$ cat src/rtl/profiler_pkg.sv
// profiler_pkg
// Shared definitions for the profile readout scheduler:
//   - state_e    : readout FSM states
//   - CNT_W      : width of every profiling counter / stream word
//   - HDR_MAGIC  : marker byte at the top of each unit header word
//   - sat_inc()  : saturating 32-bit increment
//   - hdr_word() : assembles a unit header word
package profiler_pkg;

  localparam int unsigned CNT_W     = 32;
  localparam logic [7:0]  HDR_MAGIC = 8'hA5;

  typedef enum logic [2:0] {
    ST_IDLE,
    ST_SNAP,
    ST_HDR,
    ST_RD_ADDR,
    ST_RD_WAIT,
    ST_LAST
  } state_e;

  function automatic logic [CNT_W-1:0] sat_inc(input logic [CNT_W-1:0] v);
    return (v == '1) ? v : v + 1'b1;
  endfunction

  // {magic, 4'h0, unit, counters-per-unit, frame sequence}
  function automatic logic [CNT_W-1:0] hdr_word(input logic [3:0] unit,
                                                input logic [7:0] cnt,
                                                input logic [7:0] seq);
    return {HDR_MAGIC, 4'h0, unit, cnt, seq};
  endfunction

endpackage

$ cat src/rtl/profile_interval_timer.sv
// profile_interval_timer
// Free-running interval counter 0..INTERVAL-1 that requests a snapshot.
// Ports:
//   clk     in  : clock
//   rst_n   in  : asynchronous active-low reset
//   enable  in  : count when high; counter is held at 0 when low
//   expiry  out : high for the single cycle in which the counter is INTERVAL-1
module profile_interval_timer #(
  parameter int unsigned INTERVAL = 1000000
) (
  input  logic clk,
  input  logic rst_n,
  input  logic enable,
  output logic expiry
);

  localparam int unsigned TW = $clog2(INTERVAL);

  logic [TW-1:0] timer_q, timer_d;

  assign expiry = (timer_q == TW'(INTERVAL - 1));

  always_comb begin
    timer_d = timer_q;
    if (!enable) begin
      timer_d = '0;
    end else if (expiry) begin
      timer_d = '0;
    end else begin
      timer_d = timer_q + 1'b1;
    end
  end

  always_ff @(posedge clk or negedge rst_n) begin
    if (!rst_n) begin
      timer_q <= '0;
    end else begin
      timer_q <= timer_d;
    end
  end

endmodule

$ cat src/rtl/profile_readout_scheduler.sv
// profile_readout_scheduler
// Periodically freezes the profiling units' counters and streams them out as
// one frame: per participating unit a header word followed by its counters.
// Ports:
//   clk, rst_n            : clock, asynchronous active-low reset
//   enable                : run timer and scheduling
//   unit_en[NUM_UNITS]    : units participating in the next frame
//   snapshot              : one-cycle freeze strobe to the units
//   rd_unit, rd_idx       : counter read address (non-zero only in RD_ADDR)
//   rd_data               : counter value, valid one cycle after the address
//   out_valid/out_ready/out_data/out_last : readout stream
//   busy                  : a frame is in progress
//   overrun_count         : snapshots skipped because a frame was draining
module profile_readout_scheduler
  import profiler_pkg::*;
#(
  parameter int unsigned INTERVAL     = 1000000,
  parameter int unsigned NUM_UNITS    = 4,
  parameter int unsigned CNT_PER_UNIT = 8
) (
  input  logic                 clk,
  input  logic                 rst_n,
  input  logic                 enable,
  input  logic [NUM_UNITS-1:0] unit_en,
  output logic                 snapshot,
  output logic [3:0]           rd_unit,
  output logic [7:0]           rd_idx,
  input  logic [CNT_W-1:0]     rd_data,
  output logic                 out_valid,
  input  logic                 out_ready,
  output logic [CNT_W-1:0]     out_data,
  output logic                 out_last,
  output logic                 busy,
  output logic [CNT_W-1:0]     overrun_count
);

  state_e               state_q, state_d;
  logic [NUM_UNITS-1:0] pending_q, pending_d;
  logic [7:0]           idx_q, idx_d;
  logic [7:0]           seq_q, seq_d;
  logic [3:0]           start_ptr_q, start_ptr_d;
  logic                 out_valid_q, out_valid_d;
  logic                 out_last_q, out_last_d;
  logic [CNT_W-1:0]     out_data_q, out_data_d;
  logic [CNT_W-1:0]     overrun_q, overrun_d;

  logic                 expiry;
  logic                 sel_found;
  logic [3:0]           sel_unit;
  logic [NUM_UNITS-1:0] sel_mask;
  logic                 last_idx;
  logic                 last_unit;

  profile_interval_timer #(
    .INTERVAL (INTERVAL)
  ) u_timer (
    .clk    (clk),
    .rst_n  (rst_n),
    .enable (enable),
    .expiry (expiry)
  );

  // Round-robin pick: first pass looks at start_ptr and above, second pass
  // wraps to the lowest pending unit below start_ptr.
  always_comb begin
    sel_found = 1'b0;
    sel_unit  = start_ptr_q;
    for (int u = 0; u < NUM_UNITS; u++) begin
      if (!sel_found && (4'(u) >= start_ptr_q) && pending_q[u]) begin
        sel_found = 1'b1;
        sel_unit  = 4'(u);
      end
    end
    for (int u = 0; u < NUM_UNITS; u++) begin
      if (!sel_found && pending_q[u]) begin
        sel_found = 1'b1;
        sel_unit  = 4'(u);
      end
    end
  end

  for (genvar gi = 0; gi < NUM_UNITS; gi++) begin : g_sel_mask
    assign sel_mask[gi] = (sel_unit == 4'(gi));
  end

  assign last_idx  = (idx_q == 8'(CNT_PER_UNIT - 1));
  // The current unit is the last one of the frame when nothing else is pending.
  assign last_unit = ((pending_q & ~sel_mask) == '0);

  always_comb begin
    state_d     = state_q;
    pending_d   = pending_q;
    idx_d       = idx_q;
    seq_d       = seq_q;
    start_ptr_d = start_ptr_q;
    out_valid_d = out_valid_q;
    out_last_d  = out_last_q;
    out_data_d  = out_data_q;
    overrun_d   = overrun_q;
    snapshot    = 1'b0;

    if (expiry && (state_q != ST_IDLE)) begin
      overrun_d = sat_inc(overrun_q);
    end

    case (state_q)
      ST_IDLE: begin
        if (expiry && (unit_en != '0)) begin
          snapshot = 1'b1;
          state_d  = ST_SNAP;
        end
      end
      ST_SNAP: begin
        pending_d = unit_en;
        idx_d     = '0;
        state_d   = (unit_en != '0) ? ST_HDR : ST_IDLE;
      end
      // HDR and RD_WAIT share a two-phase pattern: load the word and raise
      // out_valid, then hold it until the handshake.
      ST_HDR: begin
        if (!out_valid_q) begin
          out_valid_d = 1'b1;
          out_last_d  = 1'b0;
          out_data_d  = hdr_word(sel_unit, 8'(CNT_PER_UNIT), seq_q);
        end else if (out_ready) begin
          out_valid_d = 1'b0;
          state_d     = ST_RD_ADDR;
        end
      end
      ST_RD_ADDR: begin
        state_d = ST_RD_WAIT;
      end
      ST_RD_WAIT: begin
        if (!out_valid_q) begin
          out_valid_d = 1'b1;
          out_data_d  = rd_data;
          out_last_d  = last_idx && last_unit;
        end else if (out_ready) begin
          out_valid_d = 1'b0;
          out_last_d  = 1'b0;
          if (last_idx) begin
            idx_d     = '0;
            pending_d = pending_q & ~sel_mask;
            state_d   = out_last_q ? ST_LAST : ST_HDR;
          end else begin
            idx_d   = idx_q + 8'd1;
            state_d = ST_RD_ADDR;
          end
        end
      end
      ST_LAST: begin
        seq_d       = seq_q + 8'd1;
        start_ptr_d = (start_ptr_q == 4'(NUM_UNITS - 1)) ? 4'd0 : start_ptr_q + 4'd1;
        state_d     = ST_IDLE;
      end
      default: begin
        state_d = ST_IDLE;
      end
    endcase
  end

  always_ff @(posedge clk or negedge rst_n) begin
    if (!rst_n) begin
      state_q     <= ST_IDLE;
      pending_q   <= '0;
      idx_q       <= '0;
      seq_q       <= '0;
      start_ptr_q <= '0;
      out_valid_q <= 1'b0;
      out_last_q  <= 1'b0;
      out_data_q  <= '0;
      overrun_q   <= '0;
    end else begin
      state_q     <= state_d;
      pending_q   <= pending_d;
      idx_q       <= idx_d;
      seq_q       <= seq_d;
      start_ptr_q <= start_ptr_d;
      out_valid_q <= out_valid_d;
      out_last_q  <= out_last_d;
      out_data_q  <= out_data_d;
      overrun_q   <= overrun_d;
    end
  end

  assign rd_unit       = (state_q == ST_RD_ADDR) ? sel_unit : 4'd0;
  assign rd_idx        = (state_q == ST_RD_ADDR) ? idx_q : 8'd0;
  assign busy          = (state_q != ST_IDLE);
  assign out_valid     = out_valid_q;
  assign out_last      = out_last_q;
  assign out_data      = out_data_q;
  assign overrun_count = overrun_q;

endmodule

$ cat config.mk
export PLATFORM = sky130hd
export DESIGN_NAME = profile_readout_scheduler
export DESIGN_NICKNAME = d
export VERILOG_FILES = /design/src/rtl/profiler_pkg.sv /design/src/rtl/profile_interval_timer.sv /design/src/rtl/profile_readout_scheduler.sv
export SDC_FILE = /design/constraint.sdc
export NUM_CORES = 1
export LEC_CHECK = 0
export CAP_MARGIN = 20
export CORE_MARGIN = 5
export CORE_UTILIZATION = 40
export DETAILED_ROUTE_END_ITERATION = 10
export PLACE_DENSITY = 0.65
export SLEW_MARGIN = 30
export SYNTH_ARGS = -nofsm -noshare
export SYNTH_HDL_FRONTEND = slang
export SYNTH_SLANG_ARGS = --single-unit
$ cat constraint.sdc
create_clock -name clk -period 2.4 [get_ports clk]
set_input_delay 0.48 -clock clk [delete_from_list [all_inputs] [get_ports clk]]
set_output_delay 0.48 -clock clk [all_outputs]
set_load 0.01 [all_outputs]
### Yosys cells after proc, flatten, opt, wreduce, memory -nomap -nowiden

Index checks and enable logic that the tools add are counted.

| cells by class | value |
|---|---|
| add/subtract/negate cells | 5 |
| multiply operators | 0 |
| div/mod/pow operators | 0 |
| $lt $le $gt $ge | 4 |
| equality and inequality tests | 21 |
| shift operators | 0 |
| mux-type cells | 48 |
| bitwise logic cells | 3 |
| reduce and logical (&&, ||, !) cells | 35 |

Operators with widths:

| operator | count |
|---|---|
| $mux W32 | 2 |
| $pmux W32 S2 | 1 |
| $mux W4 | 13 |
| $mux W20 | 2 |
| $add A32 B1 Y32 const B | 1 |
| $eq A32 B32 Y1 const B | 1 |
| $mux W8 | 4 |
| $mux W3 | 7 |
| $add A20 B1 Y20 const B | 1 |
| $eq A20 B20 Y1 const B | 1 |
| $add A8 B1 Y8 const B | 2 |
| $ne A2 B2 Y1 const B | 8 |
| $pmux W8 S2 | 1 |
| $pmux W3 S5 | 1 |
| $logic_and A1 B1 Y1 | 14 |
| $mux W1 | 14 |
| $eq A4 B2 Y1 const B | 3 |
| $reduce_and A3 Y1 | 3 |
| $eq A8 B3 Y1 const B | 1 |
| $ge A1 B4 Y1 const A | 2 |
| $ge A2 B4 Y1 const A | 2 |
| $logic_not A4 Y1 | 2 |
| $pmux W4 S2 | 1 |
| $logic_not A1 Y1 | 7 |
| other kinds (19) | 22 |

| word-level totals | value |
|---|---|
| register bits after elaboration | 113 |
| latch bits | 0 |
| bits in writable memories | 0 |
| bits in read-only memories | 0 |
| bits of input ports | 40 |
| output and inout bits | 80 |
| memories kept | 0 |

### Longest topological paths before layout

Gate-level depths: netlist of run 1.

| depth | value |
|---|---|
| depth in word-level cells | 34 |
| depth in mapped cells | 7 |
| mapped depth without buffers | 7 |

### Hierarchy

A second synthesis of run 1 with hierarchy kept.

| second synthesis, totals | value |
|---|---|
| cell total of the unflattened synthesis | 563 |
| area total of the unflattened synthesis | 5581.6 µm² |

Modules (own cells, without submodules):

| module | times used | cells each | area each (µm²) | seq. area each (µm²) |
|---|---|---|---|---|
| profile_readout_scheduler | 1 | 461 | 4563.1 | 2327.2 |
| profile_interval_timer | 1 | 102 | 1018.5 | 500.5 |

### Worst setup path before layout of run 1

OpenSTA, ideal clock, no wires.

| path | value |
|---|---|
| kind | reg-to-reg |
| start | register start_ptr_q[1] |
| end | register out_last_q, in the netlist out_last |
| data arrival time | 2029 ps |
| slack | 267 ps |
| cell stages (with the launch flop) | 7 |
| buffers on the path | 0 |
| clock period less this slack | 2133 ps |
| cell sequence | dfrtp_1 > ha_1 > nor3b_1 > o211ai_1 > and4_1 > o41a_1 > o41ai_2 |

| between the ends | value |
|---|---|
| cells in the longest elaborated chain, start to end | 34 |

RTL lines:

| item | line | text |
|---|---|---|
| from (decl) | profile_readout_scheduler.sv:41 | `logic [3:0] start_ptr_q, start_ptr_d;` |
| from (signal assigned) | profile_readout_scheduler.sv:178 | `start_ptr_q <= start_ptr_d;` |
| $ge A1 B4 Y1 | profile_readout_scheduler.sv:69 | `if (!sel_found && (4'(u) >= start_ptr_q) && pending_q[u]) begin` |
| $logic_and A1 B1 Y1 | profile_readout_scheduler.sv:69 |  |
| $mux W1 | profile_readout_scheduler.sv:69 |  |
| $logic_not A1 Y1 | profile_readout_scheduler.sv:69 |  |
| $logic_and A1 B1 Y1 (2 in a row) | profile_readout_scheduler.sv:69 |  |
| $mux W1 | profile_readout_scheduler.sv:69 |  |
| $logic_not A1 Y1 | profile_readout_scheduler.sv:69 |  |
| $logic_and A1 B1 Y1 (2 in a row) | profile_readout_scheduler.sv:69 |  |
| [16 not listed] | - |  |
| $mux W4 * | profile_readout_scheduler.sv:75 | `if (!sel_found && pending_q[u]) begin` |
| $eq A4 B1 Y1, or another cell as far along | profile_readout_scheduler.sv:83 | `assign sel_mask[gi] = (sel_unit == 4'(gi));` |
| $not A4 Y4 * | profile_readout_scheduler.sv:88 | `assign last_unit = ((pending_q & ~sel_mask) == '0);` |
| $and A4 B4 Y4 * | profile_readout_scheduler.sv:88 |  |
| $logic_not A4 Y1 * | profile_readout_scheduler.sv:88 |  |
| $logic_and A1 B1 Y1 * | profile_readout_scheduler.sv:137 | `out_last_d = last_idx && last_unit;` |
| $mux W1 * | profile_readout_scheduler.sv:134 | `if (!out_valid_q) begin` |
| $pmux W1 S2 * | profile_readout_scheduler.sv:106 | `case (state_q)` |
| to (signal assigned) | profile_readout_scheduler.sv:180 | `out_last_q <= out_last_d;` |
| to (decl) | profile_readout_scheduler.sv:43 | `logic out_last_q, out_last_d;` |

Mark *: on every way between the ends. The rest lies on a longest branch, timed or not.
A chain may end at the register's enable or synchronous reset.

### Worst setup path in the final report of run 1

| path | value |
|---|---|
| start | register start_ptr_q[2] |
| end | output rd_unit[3] |

| between the ends | value |
|---|---|
| cells in the longest elaborated chain, start to end | 28 |

RTL lines:

| item | line | text |
|---|---|---|
| $ge A1 B4 Y1 | profile_readout_scheduler.sv:69 |  |
| $logic_and A1 B1 Y1 | profile_readout_scheduler.sv:69 |  |
| $mux W1 | profile_readout_scheduler.sv:69 |  |
| $logic_not A1 Y1 | profile_readout_scheduler.sv:69 |  |
| $logic_and A1 B1 Y1 (2 in a row) | profile_readout_scheduler.sv:69 |  |
| $mux W1 | profile_readout_scheduler.sv:69 |  |
| $logic_not A1 Y1 | profile_readout_scheduler.sv:69 |  |
| $logic_and A1 B1 Y1 (2 in a row) | profile_readout_scheduler.sv:69 |  |
| [10 not listed] | - |  |
| $mux W1 | profile_readout_scheduler.sv:75 |  |
| $logic_not A1 Y1 | profile_readout_scheduler.sv:75 |  |
| $logic_and A1 B1 Y1 | profile_readout_scheduler.sv:75 |  |
| $mux W1 | profile_readout_scheduler.sv:75 |  |
| $logic_not A1 Y1 | profile_readout_scheduler.sv:75 |  |
| $logic_and A1 B1 Y1 | profile_readout_scheduler.sv:75 |  |
| $mux W4 * | profile_readout_scheduler.sv:75 |  |
| $mux W4 * | profile_readout_scheduler.sv:186 | `assign rd_unit = (state_q == ST_RD_ADDR) ? sel_unit : 4'd0;` |
| to (decl) | profile_readout_scheduler.sv:26 | `output logic [3:0] rd_unit,` |

Marked as above.

==> run metrics, run 1 <==
first-pass GRT wire length 25.0 mm; Syn Area/Cell 9.82 sq um; CTS HTree Levels 4; CP most frequent cell buf_4; library cells used by synthesis 60; Clock transition at path regs 0.05 ns; largest net degree at the start of global routing 41; Initial Utilization 41.2%; Post-Synth Adder-Cell Area 1.74%; Synth warnings 0; drt via density 5.25; failing checks setup timing; Final min period 2.42 ns; Placed Area 0.00754 sq mm; P&R area growth vs syn 42.9%; total track usage 18.5%; Slew headroom 56.3%; Mapped Cells 587; post-synth top area cell dfrtp_1; residual DRC count 0; CTS Buffer Depth 2; Clock Tree Root clkbuf_16; CP required 1.92 ns; die height 130 microns; LEAKAGE 3.52 nW; Layout Cells excl Fill 957; CP max stage delay 0.39 ns; Setup Skew 0.00941 ns; main combinational cell family by area after synthesis simple AND/OR/NAND/NOR gates; worst-skew pair later-pin latency 0.41 ns; CP Capture Type output pin; max cap viols 0; Async SR Flop Fraction 100%; power per cell area 777 mW/mm^2; status finished, violations left; Synth top area share 49.1%; initial antenna violation count 0; Place WS -0.161 ns; synth top area cells dfrtp_1 49%, xnor2_1 7.0%, nand2_1 4.4%; first-iteration detailed-routing DRC count 239; fmax 0.414 GHz; drt total wl 15.1 mm; first drt pass iteration count 4; Primary FF master, synth dfrtp_1; Seq/Total Area, Yosys 49.1%; WL/cell 15.8 microns; crit-path cells buf_4 -> or2_4 -> buf_4 -> a21oi_4 -> a21o_1 -> and3_1 -> clkdlybuf4s15_2; Core Area 0.0140 sq mm; Cell Count Post-Placement 918; Routability Congestion 0.868; fin area 0.00824 sq mm; GRT overflow 0; CP Class flip-flop to output pin; DIE AREA 0.0169 sq mm; overall power 0.00640 W; RSZ-0062 raised after global routing yes; post-synthesis xor/xnor area fraction 9.42%; final worst setup slack -0.0159 ns; crit path max fanout 3; met3 usage 4.26%; Tcrit/Tclk final 101%; synthesized cell area 0.00576 sq mm; # rows 43; Slew @ Worst Pin 0.655 ns; number of synthesized flops with an enable pin 0; post-synthesis simple-gate area fraction 26.0%; slowest library cell on the worst path dfrtp_1; CTS Sinks 113; die width 130 microns; cts bufs inserted 17; Synth Area in Compound Gates 10.1%; syn nets 635; VDD IR max 0.469 mV; final core utilization 58.9%; nets 812; GRT met1 Usage 24.8%; Max Slew Vio Count 0; IO buf count 119; mux contribution to synthesized area 0.760%; share of cells above drive strength 1 18.1%; CP startpoint kind flip-flop; GR peak layer met2; Antenna Nets Post-Route 0; via count 5029; final setup fails 1; Fin. Hold Viols 0; CTS tree done; HP Class input port to asynchronous set/reset pin; hpwl dp 11.1 mm; vias in the first global route 5003; worst path arrival time 1.94 ns; Synth Register Bits 113; antenna diode count 0; met2 usage 29.8%; # IOs 120
[sequential cells by signal, summed over array words and instances (netlist names)]
name	cells
idx_q	8
out_valid	1
overrun_count	32
out_last	1
state_q	3
out_data	32
start_ptr_q	4
u_timer.timer_q	20
pending_q	4
seq_q	8
[per-stage QoR]
step / hold WS, ns / TNS [ns]
final: 0.0699 / -0.0159
after global routing: 0.112 / -0.299
after CTS: 0.0758 / -0.109
after detailed placement: 0.473 / -0.185
after global placement: 0.466 / -0.176
after floorplan: 0.184 / 0
[cells in the mapped netlist (all sizes together) (2+ instances only)]
cell	number
dfrtp	113
nor2b	3
buf	7
inv	16
a21oi	7
xnor2	46
nand3	25
ha	8
nor3b	2
nand2b	8
o2111ai	2
xor2	16
nand4	33
a21o	2
o21ai	19
or2	3
a31oi	10
nand4b	2
clkbuf	18
and4	3
nor2	60
nor3	23
or4	2
o211ai	4
or3	5
o22a	7
o31ai	3
nor4	7
mux2	3
a22o	15
nand2	67
nor4bb	2
and3	18
and2	9
a2bb2oi	2
[worst paths after layout]
| kind | startpoint | to | slack (ns) | cells after the start |
|---|---|---|---|---|
| max | start_ptr_q[2] | rd_unit[3] | -0.02 | 7 |
| min | rst_n | start_ptr_q[2] | 0.07 | 1 |
| max reg2reg | overrun_count[0] | overrun_count[26] | 0.18 | 6 |
| min reg2reg | seq_q[7] | seq_q[7] | 0.48 | 1 |
| max in group asynchronous | rst_n | u_timer.timer_q[11] | 1.72 | 2 |
| min in group clk | seq_q[7] | seq_q[7] | 0.48 | 1 |
[report_power, final]
group	internal (W)	switching (W)
Sequential	0.00216	0.000172
Clock	0.00148	0.000825
Combinational	0.000929	0.000842
[layout make-up]
cell class	count	area (sq um)
fillers	1207	5750
multi-input cells	433	2890
flip-flops and latches	113	2830
repair buffers	183	1680
clock buffers	28	527
well taps	180	225
inverters	16	60.1
clock inverters	4	22.5
[cell usage in the layout (no fill, tap or decap), drive strengths merged, types with 18 or more instances in the layout]
cell and instances:
and3 18, dfrtp 113, nand2 67, clkbuf 28, clkdlybuf4s50 105, buf 69
nor2 60, nand3 25, nor3 23, nand4 33, xnor2 46, o21ai 19
[layer usage]
metal	part of all wire (%)	vias to the layer above
met5	0	-
met4	1.6	0
met3	4.9	18
met2	49	114
met1	45	2454
li1	-	2443
[cell families after synthesis]
logic type / after synthesis
AND/OR/NAND/NOR: 279
flip-flops: 113
AO/OA/AOI/OAI: 80
XOR/XNOR: 62
buffers and inverters: 41
adder cells (fa/ha/maj): 8
multiplexers: 4
[timing repair]
action                     in CTS  in global routing
gates resized for setup        43                 12
setup endpoints to repair      13                  5
cloned                          0                  0
hold buffers                    0                  0
pin swaps                       6                  9
buffers inserted                4                  3
[critical path: cells and delay by family (launching register included)]
kind / cells / cell delay [ns]
AOI/OAI and AO/OA: 2 / 0.23
buffers and inverters: 3 / 0.52
DFF: 1 / 0.39
and+or+nand+nor: 2 / 0.39
No activity file was read; power rests on OpenSTA's default activity.
==> inputs of run 2 (changes only) <==
- CTS_CLUSTER_DIAMETER: unset -> 150
==> results of run 2 <==
No change in the layout: final DEF, timing and power equal those of run 1.
==> inputs of run 3 (changes only) <==
- SETUP_SLACK_MARGIN: unset -> 0.4
==> run 3 against run 2 <==
Compared with the run above:
- the run now ends clean
- combinational power hardly changed
- core utilization is 4.1 points higher
- non-clock buffer count is 19 higher
- sequential power hardly changed
- worst setup slack better by 0.029 ns
- clock skew hardly changed
- first-iteration DRC count is 28% higher
- clock power is 22% higher
- final area is 7.0% higher
- critical path type unchanged
- critical endpoint is now rd_unit[2]
==> run metrics, run 3 (synthesis results as in run 1) <==
commonest cells after routing, fill and taps aside 103 x dfrtp_1, 101 x clkdlybuf4s50_1, 68 x buf_4, 64 x nand2_1, 55 x nor2_1; IO buf count 119 (unchanged); Max Slew Vio Count 0 (unchanged); first-pass GRT wire length 25.3 mm (+1.0%); nets 832 (+2.5%); Antenna Nets Post-Route 0 (unchanged); max cap viols 0 (unchanged); power per cell area 786 mW/mm^2 (+1.2%); CP Class flip-flop to output pin; first drt pass iteration count 5 (+1); Core Area 0.0140 sq mm (unchanged); WL/cell 16.6 microns (+4.9%); residual DRC count 0 (unchanged); status complete, no violations; final setup TNS 0 ns (+0.0159 ns); drt via density 5.35 (+1.8%); GRT overflow 0 (unchanged); fmax 0.419 GHz (+1.2%); share of cells above drive strength 1 26.6% (+8.5 points); Initial Utilization 41.2% (unchanged); VDD IR max 0.508 mV (+8.3%); initial antenna violation count 0 (unchanged); Tcrit/Tclk final 99.4% (-1.2 points); die width 130 microns (unchanged); antenna diode count 0 (unchanged); Setup Skew 0.00938 ns (-0.0000261 ns); crit-path cells inv_2 -> ha_2 -> nand2_2 -> a21oi_2 -> a21o_1 -> and3_1 -> clkdlybuf4s15_2; # rows 43 (unchanged); Hold Buf Count CTS 0 (unchanged); CP Capture Type output pin; Clock transition at path regs 0.06 ns (about the same); cts bufs inserted 17 (unchanged); first-iteration detailed-routing DRC count 306 (+28%); crit path max fanout 5 (+2); CTS Buffer Depth 2 (unchanged); Place WS -0.197 ns (-0.0357 ns); commonest non-fill, non-tap cell in the layout dfrtp_1; worst-skew pair later-pin latency 0.41 ns (about the same); Fin. Hold Viols 0 (unchanged); overall power 0.00693 W (+8.3%); Slew headroom 57.9% (+1.6 points); Routability Congestion 0.877 (+0.97%); HP Class input port to asynchronous set/reset pin; CP required 1.92 ns (about the same); Final min period 2.39 ns (-0.0292 ns); Clock Tree Root clkbuf_16; CP max stage delay 0.43 ns (+0.04 ns); # IOs 120 (unchanged); vias in the first global route 5082 (+1.6%); CTS tree done; drt total wl 16.2 mm (+7.1%); hpwl dp 10.9 mm (-1.8%); slowest library cell on the worst path dfrtp_1; CTS Sinks 113 (unchanged); final setup fails 0 (-1); RSZ-0062 raised after global routing yes; largest net degree at the start of global routing 47 (+15%); DIE AREA 0.0169 sq mm (unchanged); P&R area growth vs syn 52.9%; LEAKAGE 3.81 nW (+8.4%); via count 5229 (+4.0%); die height 130 microns (unchanged); final worst setup slack 0.0134 ns (+0.0292 ns); CTS HTree Levels 4 (unchanged); CP startpoint kind flip-flop; total track usage 19.0% (+0.43 points); worst path arrival time 1.91 ns (-0.03 ns); Slew @ Worst Pin 0.631 ns (-0.0239 ns); Fillers 1154 (-4.4%)
## run 3: cell count changes in the layout (fill, tap and decap cells not counted), moves of 6 or more
cell,previous run,this run
and2_1,9,3
and2_4,0,6
buf_4,61,68
buf_6,1,19
dfrtp_1,111,103
dfrtp_2,2,10
dlygate4sd2_1,8,1
## run 3: cell type report
cell class | count | area [sq um] | share of cell area (%)
Timing Repair Buffer | 202 | 1900 | 21.6
Sequential cell | 113 | 2840 | 32.2
Multi-Input combinational cell | 434 | 3130 | 35.5
Clock inverter | 9 | 176 | 2.00
Clock buffer | 23 | 488 | 5.54
Inverter | 16 | 60.1 | 0.681
Tap cell | 180 | 225 | 2.55
## run 3: routing by layer
metal	global-route usage, %	part of all wire [%]
met1	24.3	44
met2	30.5	49
met3	6.10	5.2
met4	6.36	1.9
met5	0	0
## run 3: final timing paths
kind	start	end	slack, ns	cells past startpoint
max	start_ptr_q[0]	rd_unit[2]	0.01	7
min	rst_n	out_last	0.03	1
max reg2reg	start_ptr_q[0]	out_last	0.26	7
min reg2reg	seq_q[7]	seq_q[7]	0.47	1
max in group asynchronous	rst_n	idx_q[0]	1.66	2
min in group clk	seq_q[7]	seq_q[7]	0.47	1
## run 3: per-stage QoR
stage          std cells  hold WS [ns]  area (sq um)  utilization, %
6_report             977        0.0330          8820            63.0
2_1_floorplan        587         0.184          5770               -
4_1_cts              957        0.0352          8370            59.9
3_5_place_dp         912         0.467          7490            53.5
5_1_grt              977        0.0513          8820            63.0
3_3_place_gp         912         0.465          7490            53.5
## run 3: repair_timing
item                       in CTS  in global routing
hold endpoints to repair        0                  0
buffers inserted               11                 18
setup endpoints to repair      36                 61
pin swaps                      13                 33
resized for setup              98                 59
gates cloned                    2                  2
## run 3: critical path: cells and delay by family, from the launching register on
kind | cells | cell delay [ns]
simple gates | 2 | 0.22
flops | 1 | 0.43
buf+inv | 2 | 0.34
fa+ha+maj | 1 | 0.22
compound gates | 2 | 0.28
## run 3: power breakdown
group	switching, W	internal (W)
Sequential	0.000178	0.00216
Combinational	0.000861	0.000925
Clock	0.000861	0.00195
